## src/rtl/mac_seq_pkg.sv

```systemverilog
`default_nettype none
// ============================================================================
//  Module   : mac_seq_pkg
//  Brief    : Shared types and widths for the MAC job sequencer.
//  Revision : 1.0 - initial release
// ============================================================================
package mac_seq_pkg;

    localparam int IMG_W  = 72;
    localparam int WGT_W  = 36;
    localparam int EXPB_W = 5;
    localparam int OUT_W  = 16;

    typedef enum logic [1:0] {
        ST_IDLE  = 2'd0,
        ST_RUN   = 2'd1,
        ST_DRAIN = 2'd2,
        ST_DONE  = 2'd3
    } state_t;

    typedef struct packed {
        logic             last;
        logic [OUT_W-1:0] data;
    } res_entry_t;

endpackage
`default_nettype wire

```

## src/rtl/mac_sequencer_if.sv

```systemverilog
`default_nettype none
// ============================================================================
//  Module   : mac_sequencer_if
//  Brief    : Job control, operand source, MAC and result-drain signals.
//  Revision : 1.0 - initial release
// ============================================================================
interface mac_sequencer_if #(
    parameter int CNT_W = 16
);
    import mac_seq_pkg::*;

    logic                start;
    logic [CNT_W-1:0]    num_ops;
    logic                busy;
    logic                done;
    logic                src_valid;
    logic                src_ready;
    logic [IMG_W-1:0]    src_image;
    logic [WGT_W-1:0]    src_weight;
    logic [EXPB_W-1:0]   src_exp_bias;
    logic [IMG_W-1:0]    mac_image;
    logic [WGT_W-1:0]    mac_weight;
    logic [EXPB_W-1:0]   mac_exp_bias;
    logic [OUT_W-1:0]    mac_out;
    logic                res_valid;
    logic                res_ready;
    logic [OUT_W-1:0]    res_data;
    logic                res_last;

    modport master (
        input  start, num_ops, src_valid, src_image, src_weight, src_exp_bias,
               mac_out, res_ready,
        output busy, done, src_ready, mac_image, mac_weight, mac_exp_bias,
               res_valid, res_data, res_last
    );

    modport slave (
        output start, num_ops, src_valid, src_image, src_weight, src_exp_bias,
               mac_out, res_ready,
        input  busy, done, src_ready, mac_image, mac_weight, mac_exp_bias,
               res_valid, res_data, res_last
    );

endinterface
`default_nettype wire

```

## src/rtl/mac_result_fifo.sv

```systemverilog
`default_nettype none
// ============================================================================
//  Module   : mac_result_fifo
//  Brief    : First-word fall-through synchronous FIFO for MAC results.
//  Revision : 1.0 - initial release
// ============================================================================
module mac_result_fifo #(
    parameter int DEPTH = 8,
    parameter int WIDTH = 17
) (
    input  wire logic                     clk,
    input  wire logic                     rst,
    input  wire logic                     i_push,
    input  wire logic [WIDTH-1:0]         i_push_data,
    input  wire logic                     i_pop,
    output logic      [WIDTH-1:0]         o_head,
    output logic                          o_full,
    output logic                          o_empty,
    output logic      [$clog2(DEPTH):0]   o_count
);

    localparam int              AW      = $clog2(DEPTH);
    localparam logic [AW:0]     C_DEPTH = (AW+1)'(DEPTH);

    logic [WIDTH-1:0] r_mem [DEPTH];
    logic [AW-1:0]    r_wr_ptr;
    logic [AW-1:0]    r_rd_ptr;
    logic [AW:0]      r_count;
    logic             w_push;
    logic             w_pop;

    assign o_empty = (r_count == '0);
    assign o_full  = (r_count == C_DEPTH);
    assign o_count = r_count;
    assign w_pop   = i_pop & ~o_empty;
    // A full FIFO may still accept a word when the head leaves on the same edge.
    assign w_push  = i_push & (~o_full | w_pop);
    assign o_head  = o_empty ? '0 : r_mem[r_rd_ptr];

    always_ff @(posedge clk or posedge rst) begin
        if (rst) begin
            r_wr_ptr <= '0;
            r_rd_ptr <= '0;
            r_count  <= '0;
        end else begin
            if (w_push) r_wr_ptr <= r_wr_ptr + AW'(1);
            if (w_pop)  r_rd_ptr <= r_rd_ptr + AW'(1);
            case ({w_push, w_pop})
                2'b10:   r_count <= r_count + (AW+1)'(1);
                2'b01:   r_count <= r_count - (AW+1)'(1);
                default: r_count <= r_count;
            endcase
        end
    end

    always_ff @(posedge clk) begin
        if (w_push) r_mem[r_wr_ptr] <= i_push_data;
    end

endmodule
`default_nettype wire

```

## src/rtl/mac_sequencer.sv

```systemverilog
`default_nettype none
// ============================================================================
//  Module   : mac_sequencer
//  Brief    : Issues job beats into a free-running MAC, captures results
//             into a credit-protected FWFT FIFO and drains them downstream.
//  Revision : 1.0 - initial release
// ============================================================================
module mac_sequencer
    import mac_seq_pkg::*;
#(
    parameter int MAC_LAT    = 5,
    parameter int FIFO_DEPTH = 8,
    parameter int CNT_W      = 16
) (
    input  wire logic          clk,
    input  wire logic          rst,
    mac_sequencer_if.master    bus
);

    localparam int               IFL_W     = $clog2(FIFO_DEPTH) + 1;
    localparam logic [IFL_W-1:0] C_CREDITS = IFL_W'(FIFO_DEPTH);

    state_t             r_state;
    state_t             w_state_nxt;
    logic [CNT_W-1:0]   r_num_ops;
    logic [CNT_W-1:0]   r_issued;
    logic [IFL_W-1:0]   r_inflight;
    logic [MAC_LAT:0]   r_trk;
    logic [MAC_LAT:0]   r_trk_last;
    logic [IMG_W-1:0]   r_mac_image;
    logic [WGT_W-1:0]   r_mac_weight;
    logic [EXPB_W-1:0]  r_mac_exp_bias;
    logic               w_src_ready;
    logic               w_issue;
    logic               w_last_beat;
    logic               w_accept;
    logic               w_pop;
    logic               w_fifo_full;
    logic               w_fifo_empty;
    logic [IFL_W-1:0]   w_fifo_count;
    res_entry_t         w_push_entry;
    res_entry_t         w_head;

    // Credits count tracker beats plus FIFO occupancy, so capture never overflows.
    assign w_src_ready = (r_state == ST_RUN) && (r_issued < r_num_ops)
                         && (r_inflight < C_CREDITS);
    assign w_issue     = bus.src_valid & w_src_ready;
    assign w_last_beat = ((r_issued + CNT_W'(1)) == r_num_ops);
    assign w_accept    = (r_state == ST_IDLE) & bus.start;
    assign w_pop       = ~w_fifo_empty & bus.res_ready;

    always_comb begin
        w_state_nxt = r_state;
        case (r_state)
            ST_IDLE:  if (bus.start) w_state_nxt = (bus.num_ops != '0) ? ST_RUN : ST_DONE;
            ST_RUN:   if (w_issue && w_last_beat) w_state_nxt = ST_DRAIN;
            ST_DRAIN: if (r_inflight == '0) w_state_nxt = ST_DONE;
            ST_DONE:  w_state_nxt = ST_IDLE;
            default:  w_state_nxt = ST_IDLE;
        endcase
    end

    always_ff @(posedge clk or posedge rst) begin
        if (rst) begin
            r_state        <= ST_IDLE;
            r_num_ops      <= '0;
            r_issued       <= '0;
            r_inflight     <= '0;
            r_trk          <= '0;
            r_trk_last     <= '0;
            r_mac_image    <= '0;
            r_mac_weight   <= '0;
            r_mac_exp_bias <= '0;
        end else begin
            r_state <= w_state_nxt;
            if (w_accept) begin
                r_num_ops <= bus.num_ops;
                r_issued  <= '0;
            end else if (w_issue) begin
                r_issued  <= r_issued + CNT_W'(1);
            end
            case ({w_issue, w_pop})
                2'b10:   r_inflight <= r_inflight + IFL_W'(1);
                2'b01:   r_inflight <= r_inflight - IFL_W'(1);
                default: r_inflight <= r_inflight;
            endcase
            r_trk          <= {r_trk[MAC_LAT-1:0], w_issue};
            r_trk_last     <= {r_trk_last[MAC_LAT-1:0], w_issue & w_last_beat};
            r_mac_image    <= w_issue ? bus.src_image    : '0;
            r_mac_weight   <= w_issue ? bus.src_weight   : '0;
            r_mac_exp_bias <= w_issue ? bus.src_exp_bias : '0;
        end
    end

    assign w_push_entry = '{last: r_trk_last[MAC_LAT], data: bus.mac_out};

    mac_result_fifo #(
        .DEPTH (FIFO_DEPTH),
        .WIDTH ($bits(res_entry_t))
    ) u_fifo (
        .clk         (clk),
        .rst         (rst),
        .i_push      (r_trk[MAC_LAT]),
        .i_push_data (w_push_entry),
        .i_pop       (w_pop),
        .o_head      (w_head),
        .o_full      (w_fifo_full),
        .o_empty     (w_fifo_empty),
        .o_count     (w_fifo_count)
    );

    always_ff @(posedge clk) begin
        if (!rst) begin
            assert (!(r_trk[MAC_LAT] && w_fifo_full && !w_pop));
            assert (w_fifo_count <= r_inflight);
        end
    end

    assign bus.busy         = (r_state == ST_RUN) || (r_state == ST_DRAIN);
    assign bus.done         = (r_state == ST_DONE);
    assign bus.src_ready    = w_src_ready;
    assign bus.mac_image    = r_mac_image;
    assign bus.mac_weight   = r_mac_weight;
    assign bus.mac_exp_bias = r_mac_exp_bias;
    assign bus.res_valid    = ~w_fifo_empty;
    assign bus.res_data     = w_head.data;
    assign bus.res_last     = w_head.last;

endmodule
`default_nettype wire

```

## src/flat_wrapper.sv

```systemverilog
// flat-port wrapper written by rule: the top's interface ports become plain ports
module mac_sequencer_flat import mac_seq_pkg::*;
#(
    parameter int MAC_LAT    = 5,
    parameter int FIFO_DEPTH = 8,
    parameter int CNT_W      = 16
)
  (clk, rst, bus_start, bus_num_ops, bus_src_valid, bus_src_image, bus_src_weight, bus_src_exp_bias, bus_mac_out, bus_res_ready, bus_busy, bus_done, bus_src_ready, bus_mac_image, bus_mac_weight, bus_mac_exp_bias, bus_res_valid, bus_res_data, bus_res_last);
  mac_sequencer_if #(.CNT_W(CNT_W)) bus_i ();
  input  wire logic clk;
  input  wire logic rst;
  input wire logic [$bits(bus_i.start)-1:0] bus_start;
  input wire logic [$bits(bus_i.num_ops)-1:0] bus_num_ops;
  input wire logic [$bits(bus_i.src_valid)-1:0] bus_src_valid;
  input wire logic [$bits(bus_i.src_image)-1:0] bus_src_image;
  input wire logic [$bits(bus_i.src_weight)-1:0] bus_src_weight;
  input wire logic [$bits(bus_i.src_exp_bias)-1:0] bus_src_exp_bias;
  input wire logic [$bits(bus_i.mac_out)-1:0] bus_mac_out;
  input wire logic [$bits(bus_i.res_ready)-1:0] bus_res_ready;
  output wire logic [$bits(bus_i.busy)-1:0] bus_busy;
  output wire logic [$bits(bus_i.done)-1:0] bus_done;
  output wire logic [$bits(bus_i.src_ready)-1:0] bus_src_ready;
  output wire logic [$bits(bus_i.mac_image)-1:0] bus_mac_image;
  output wire logic [$bits(bus_i.mac_weight)-1:0] bus_mac_weight;
  output wire logic [$bits(bus_i.mac_exp_bias)-1:0] bus_mac_exp_bias;
  output wire logic [$bits(bus_i.res_valid)-1:0] bus_res_valid;
  output wire logic [$bits(bus_i.res_data)-1:0] bus_res_data;
  output wire logic [$bits(bus_i.res_last)-1:0] bus_res_last;
  assign bus_i.start = bus_start;
  assign bus_i.num_ops = bus_num_ops;
  assign bus_i.src_valid = bus_src_valid;
  assign bus_i.src_image = bus_src_image;
  assign bus_i.src_weight = bus_src_weight;
  assign bus_i.src_exp_bias = bus_src_exp_bias;
  assign bus_i.mac_out = bus_mac_out;
  assign bus_i.res_ready = bus_res_ready;
  assign bus_busy = bus_i.busy;
  assign bus_done = bus_i.done;
  assign bus_src_ready = bus_i.src_ready;
  assign bus_mac_image = bus_i.mac_image;
  assign bus_mac_weight = bus_i.mac_weight;
  assign bus_mac_exp_bias = bus_i.mac_exp_bias;
  assign bus_res_valid = bus_i.res_valid;
  assign bus_res_data = bus_i.res_data;
  assign bus_res_last = bus_i.res_last;
  mac_sequencer #(.MAC_LAT(MAC_LAT), .FIFO_DEPTH(FIFO_DEPTH), .CNT_W(CNT_W)) u_core (.clk(clk), .rst(rst), .bus(bus_i));
endmodule
```

## config.mk

```make
export PLATFORM = sky130hd
export DESIGN_NAME = mac_sequencer_flat
export DESIGN_NICKNAME = d
export VERILOG_FILES = /design/src/rtl/mac_seq_pkg.sv /design/src/rtl/mac_sequencer_if.sv /design/src/rtl/mac_result_fifo.sv /design/src/rtl/mac_sequencer.sv /design/src/flat_wrapper.sv
export SDC_FILE = /design/constraint.sdc
export NUM_CORES = 1
export LEC_CHECK = 0
export CAP_MARGIN = 10
export CELL_PAD_IN_SITES_DETAIL_PLACEMENT = 0
export CELL_PAD_IN_SITES_GLOBAL_PLACEMENT = 1
export CORE_MARGIN = 1
export CORE_UTILIZATION = 44
export DETAILED_ROUTE_END_ITERATION = 16
export PLACE_DENSITY = 0.82
export SETUP_SLACK_MARGIN = 0.15
export SYNTH_ARGS = -nofsm -noshare
export SYNTH_HDL_FRONTEND = slang
export SYNTH_SLANG_ARGS = --single-unit
```

## constraint.sdc

```tcl
create_clock -name clk -period 16.1 [get_ports clk]
set_clock_uncertainty 0.1 [all_clocks]
set_input_delay 3.22 -clock clk [delete_from_list [all_inputs] [get_ports clk]]
set_output_delay 3.22 -clock clk [all_outputs]
set_load 0.02 [all_outputs]
```

==> reports/summary.txt <==
status: complete, no violations
Post-Synthesis Cells: 854
Final Routed Wirelength: 28.19 mm
Post-Synthesis Cell Area: 0.01247 mm^2
# fillers: 2,163
GRT overflow: 0
Multi-input gate area: 0.003796 mm^2
Initial DRC Count: 548
crit path max fanout: 18
# H-tree levels: 2
critical path launch point type: flip-flop
leading area contributor after synthesis: dfrtp_1
PortBufs: 283
# clock sinks: 309
Post-CTS Setup Bufs: 0
wire length on met2: 14.28 mm
WL per Instance: 18.14 um
buffers plus inverters on the worst setup path: 2
Final nets: 1,332
Async S/R FF share, synth: 55.99%
Hold Crit Depth: 0
leakage power total: 6.823 nW
Antenna Nets Post-Route: 0
Synth top area share: 34.71%
required time worst endpoint: 12.78 ns
P per Cell Area: 148.3 mW/mm^2
Layout area overhead: 35.38%
register clock-pin slew on the reported worst setup and hold paths: 0.06 ns
Max Cap Viol: 0
overall power: 2.504 mW
Top Metal Used: met5
Initial Utilization: 44.77%
largest net degree at the start of global routing: 117
CP peak stage delay: 0.62 ns
CTS tree: done
slowest CP cell: clkdlybuf4s50_1
RSZ-0062 raised after global routing: false
critical path type: reg -> out
drt pass-1 iters: 5
Setup violations, final: 0
Max-slew headroom: 34.46%
cell row count: 61
fmax: 150.5 MHz
Top Ports: 284
Final Hold Fails: 0
TritonCTS buffer count: 34
CORE AREA: 0.02786 mm^2
Residual DRC: 0
Syn Nets: 1,034
Vias/cell: 4.913
crit-path cells: ha_1 > a21o_1 > a211o_1 > a2111oi_4 > a211oi_4 > buf_4 > nor2_1 > clkdlybuf4s50_1
Worst EP arrival: 3.32 ns
Die H: 170.4 um
first-pass GRT wire length: 43.60 mm
count of flip-flops with a built-in enable after synthesis: 136
Tmin final: 6.644 ns
die width: 170.4 um
HPWL after DPL: 19.48 mm
vias: 7,635
Tot GR Track Use: 19.99%
vias in the first global route: 7,839
internal reg-to-reg setup slack: 12.50 ns
synth top area cells: dfrtp_1 35%, edfxtp_1 33%, mux4_2 6.1%
synth unique cells: 55
Hold Buf Count CTS: 0
top_reg_cell synth: dfrtp_1
share of cells above drive strength 1: 10.37%
synthesized area per cell: 14.60 um^2
CTS resizes: 0
Die ar.: 0.02902 mm^2
initial antenna violation count: 1
routability cong.: 0.7908
pins over their slew limit: 0
Antenna Cells: 0
Critical Path End Type: output pin
Final Cycle Share: 41.27%
synth warn: 0
clock root cell: clkbuf_16
TNS Setup: 0 ns
Seq cells post-synth: 309
Stages on worst setup path: 8
Sequential Area: 0.008414 mm^2
Worst R2R Path Depth: 15
met3 wire len: 2.117 mm
worst vdd rail ir drop: 0.07977 mV
clock latency on the worst-skew pair: 0.49 ns
sequential share of the synthesized area: 67.46%
Hold Path Class: reg -> reg
cell family with most CP delay: compound AO/OA/AOI/OAI gates
worst slew pin tran: 0.9832 ns
Longest Clk Path Bufs: 3
Met1 Wirelength: 11.30 mm
[cells in the mapped netlist, types with 14 or more instances]
| cell | count |
|---|---|
| o21ai_0 | 20 |
| clkbuf_1 | 22 |
| inv_1 | 27 |
| nor2_1 | 51 |
| mux2i_1 | 20 |
| xnor2_1 | 35 |
| dfrtp_1 | 173 |
| edfxtp_1 | 136 |
| and2_1 | 117 |
| ha_1 | 29 |
| nand2_1 | 48 |
| mux4_2 | 34 |
| a21oi_1 | 14 |
[final timing paths]
kind | endpoint | startpoint
worst min register to register | u_core.r_trk[2] | u_core.r_trk[1]
worst max-delay path | bus_src_ready | u_core.r_issued[9]
worst min-delay path | u_core.r_trk[2] | u_core.r_trk[1]
worst max register to register | u_core.r_inflight[2] | u_core.r_issued[9]
min in group asynchronous | u_core.bus.mac_weight[32] | rst
max in group asynchronous | u_core.bus.mac_image[62] | rst
[report_power, final]
part           internal, mW  total, mW  switching [mW]
logic                 0.373      0.758           0.385
registers             0.914      0.983          0.0693
clock network         0.471      0.763           0.292
[registers in the layout (all words and copies together) (netlist names)]
name / flops
u_core.r_state: 2
u_core.u_fifo.r_rd_ptr: 3
u_core.bus.mac_image: 72
u_core.r_inflight: 4
u_core.u_fifo.o_count: 4
u_core.u_fifo.r_mem: 136
u_core.r_issued: 16
u_core.bus.mac_exp_bias: 5
u_core.r_trk_last: 6
u_core.u_fifo.r_wr_ptr: 3
u_core.bus.mac_weight: 36
u_core.r_trk: 6
u_core.r_num_ops: 16
[layout make-up]
class                   count  share of cell area (%)
repair buffers            300                   17.53
multi-input cells         477                   22.48
well taps                 378                   2.801
clock inverters             9                  0.5780
inverters                  30                  0.6966
clock buffers              51                   6.076
flip-flops and latches    309                   49.83
[placed cells by master (no fill, tap or decap), types with 9 or more instances in the layout]
master | netlist | layout
clkdlybuf4s50_1 | 0 | 283
dfrtp_1 | 173 | 172
edfxtp_1 | 136 | 136
and2_1 | 117 | 117
nor2_1 | 51 | 51
nand2_1 | 48 | 48
xnor2_1 | 35 | 35
clkbuf_16 | 0 | 35
mux4_2 | 34 | 34
ha_1 | 29 | 29
inv_1 | 27 | 26
o21ai_0 | 20 | 20
mux2i_1 | 20 | 20
buf_4 | 1 | 17
a21oi_1 | 14 | 14
nand3_1 | 10 | 10
xor2_1 | 9 | 9
clkbuf_8 | 0 | 9
[kinds of logic (layout without fill, tap and decap cells)]
logic type                 count (synthesis)  after routing  synth area share (%)
and+or+nand+nor                          287            287                 12.90
muxes                                     55             55                 7.835
xor gates and xnor gates                  44             44                 3.090
buffers and inverters                     68            390                 2.257
AOI/OAI and AO/OA                         61             61                 3.391
DFF                                      309            309                 67.46
adders and majority gates                 30             30                 3.070
[per-layer routing]
metal,up-vias,global-route usage [%]
met4,2,4.896
met2,248,34.89
met5,-,0
li1,3614,-
met3,36,5.860
met1,3735,24.26
[metrics by stage]
stage	utilization (%)	std cells	setup slack [ns]	hold WS (ns)	instance area [um^2]
finish	60.61	1554	9.456	0.2367	16880
global route	60.61	1554	9.308	0.2522	16880
CTS	60.61	1554	9.420	0.2443	16880
detailed placement	56.58	1494	9.956	0.2347	15760
global placement	56.58	1494	9.966	0.2317	15760
floorplan	-	854	8.092	0.2312	12470
No activity file was read; power rests on OpenSTA's default activity.
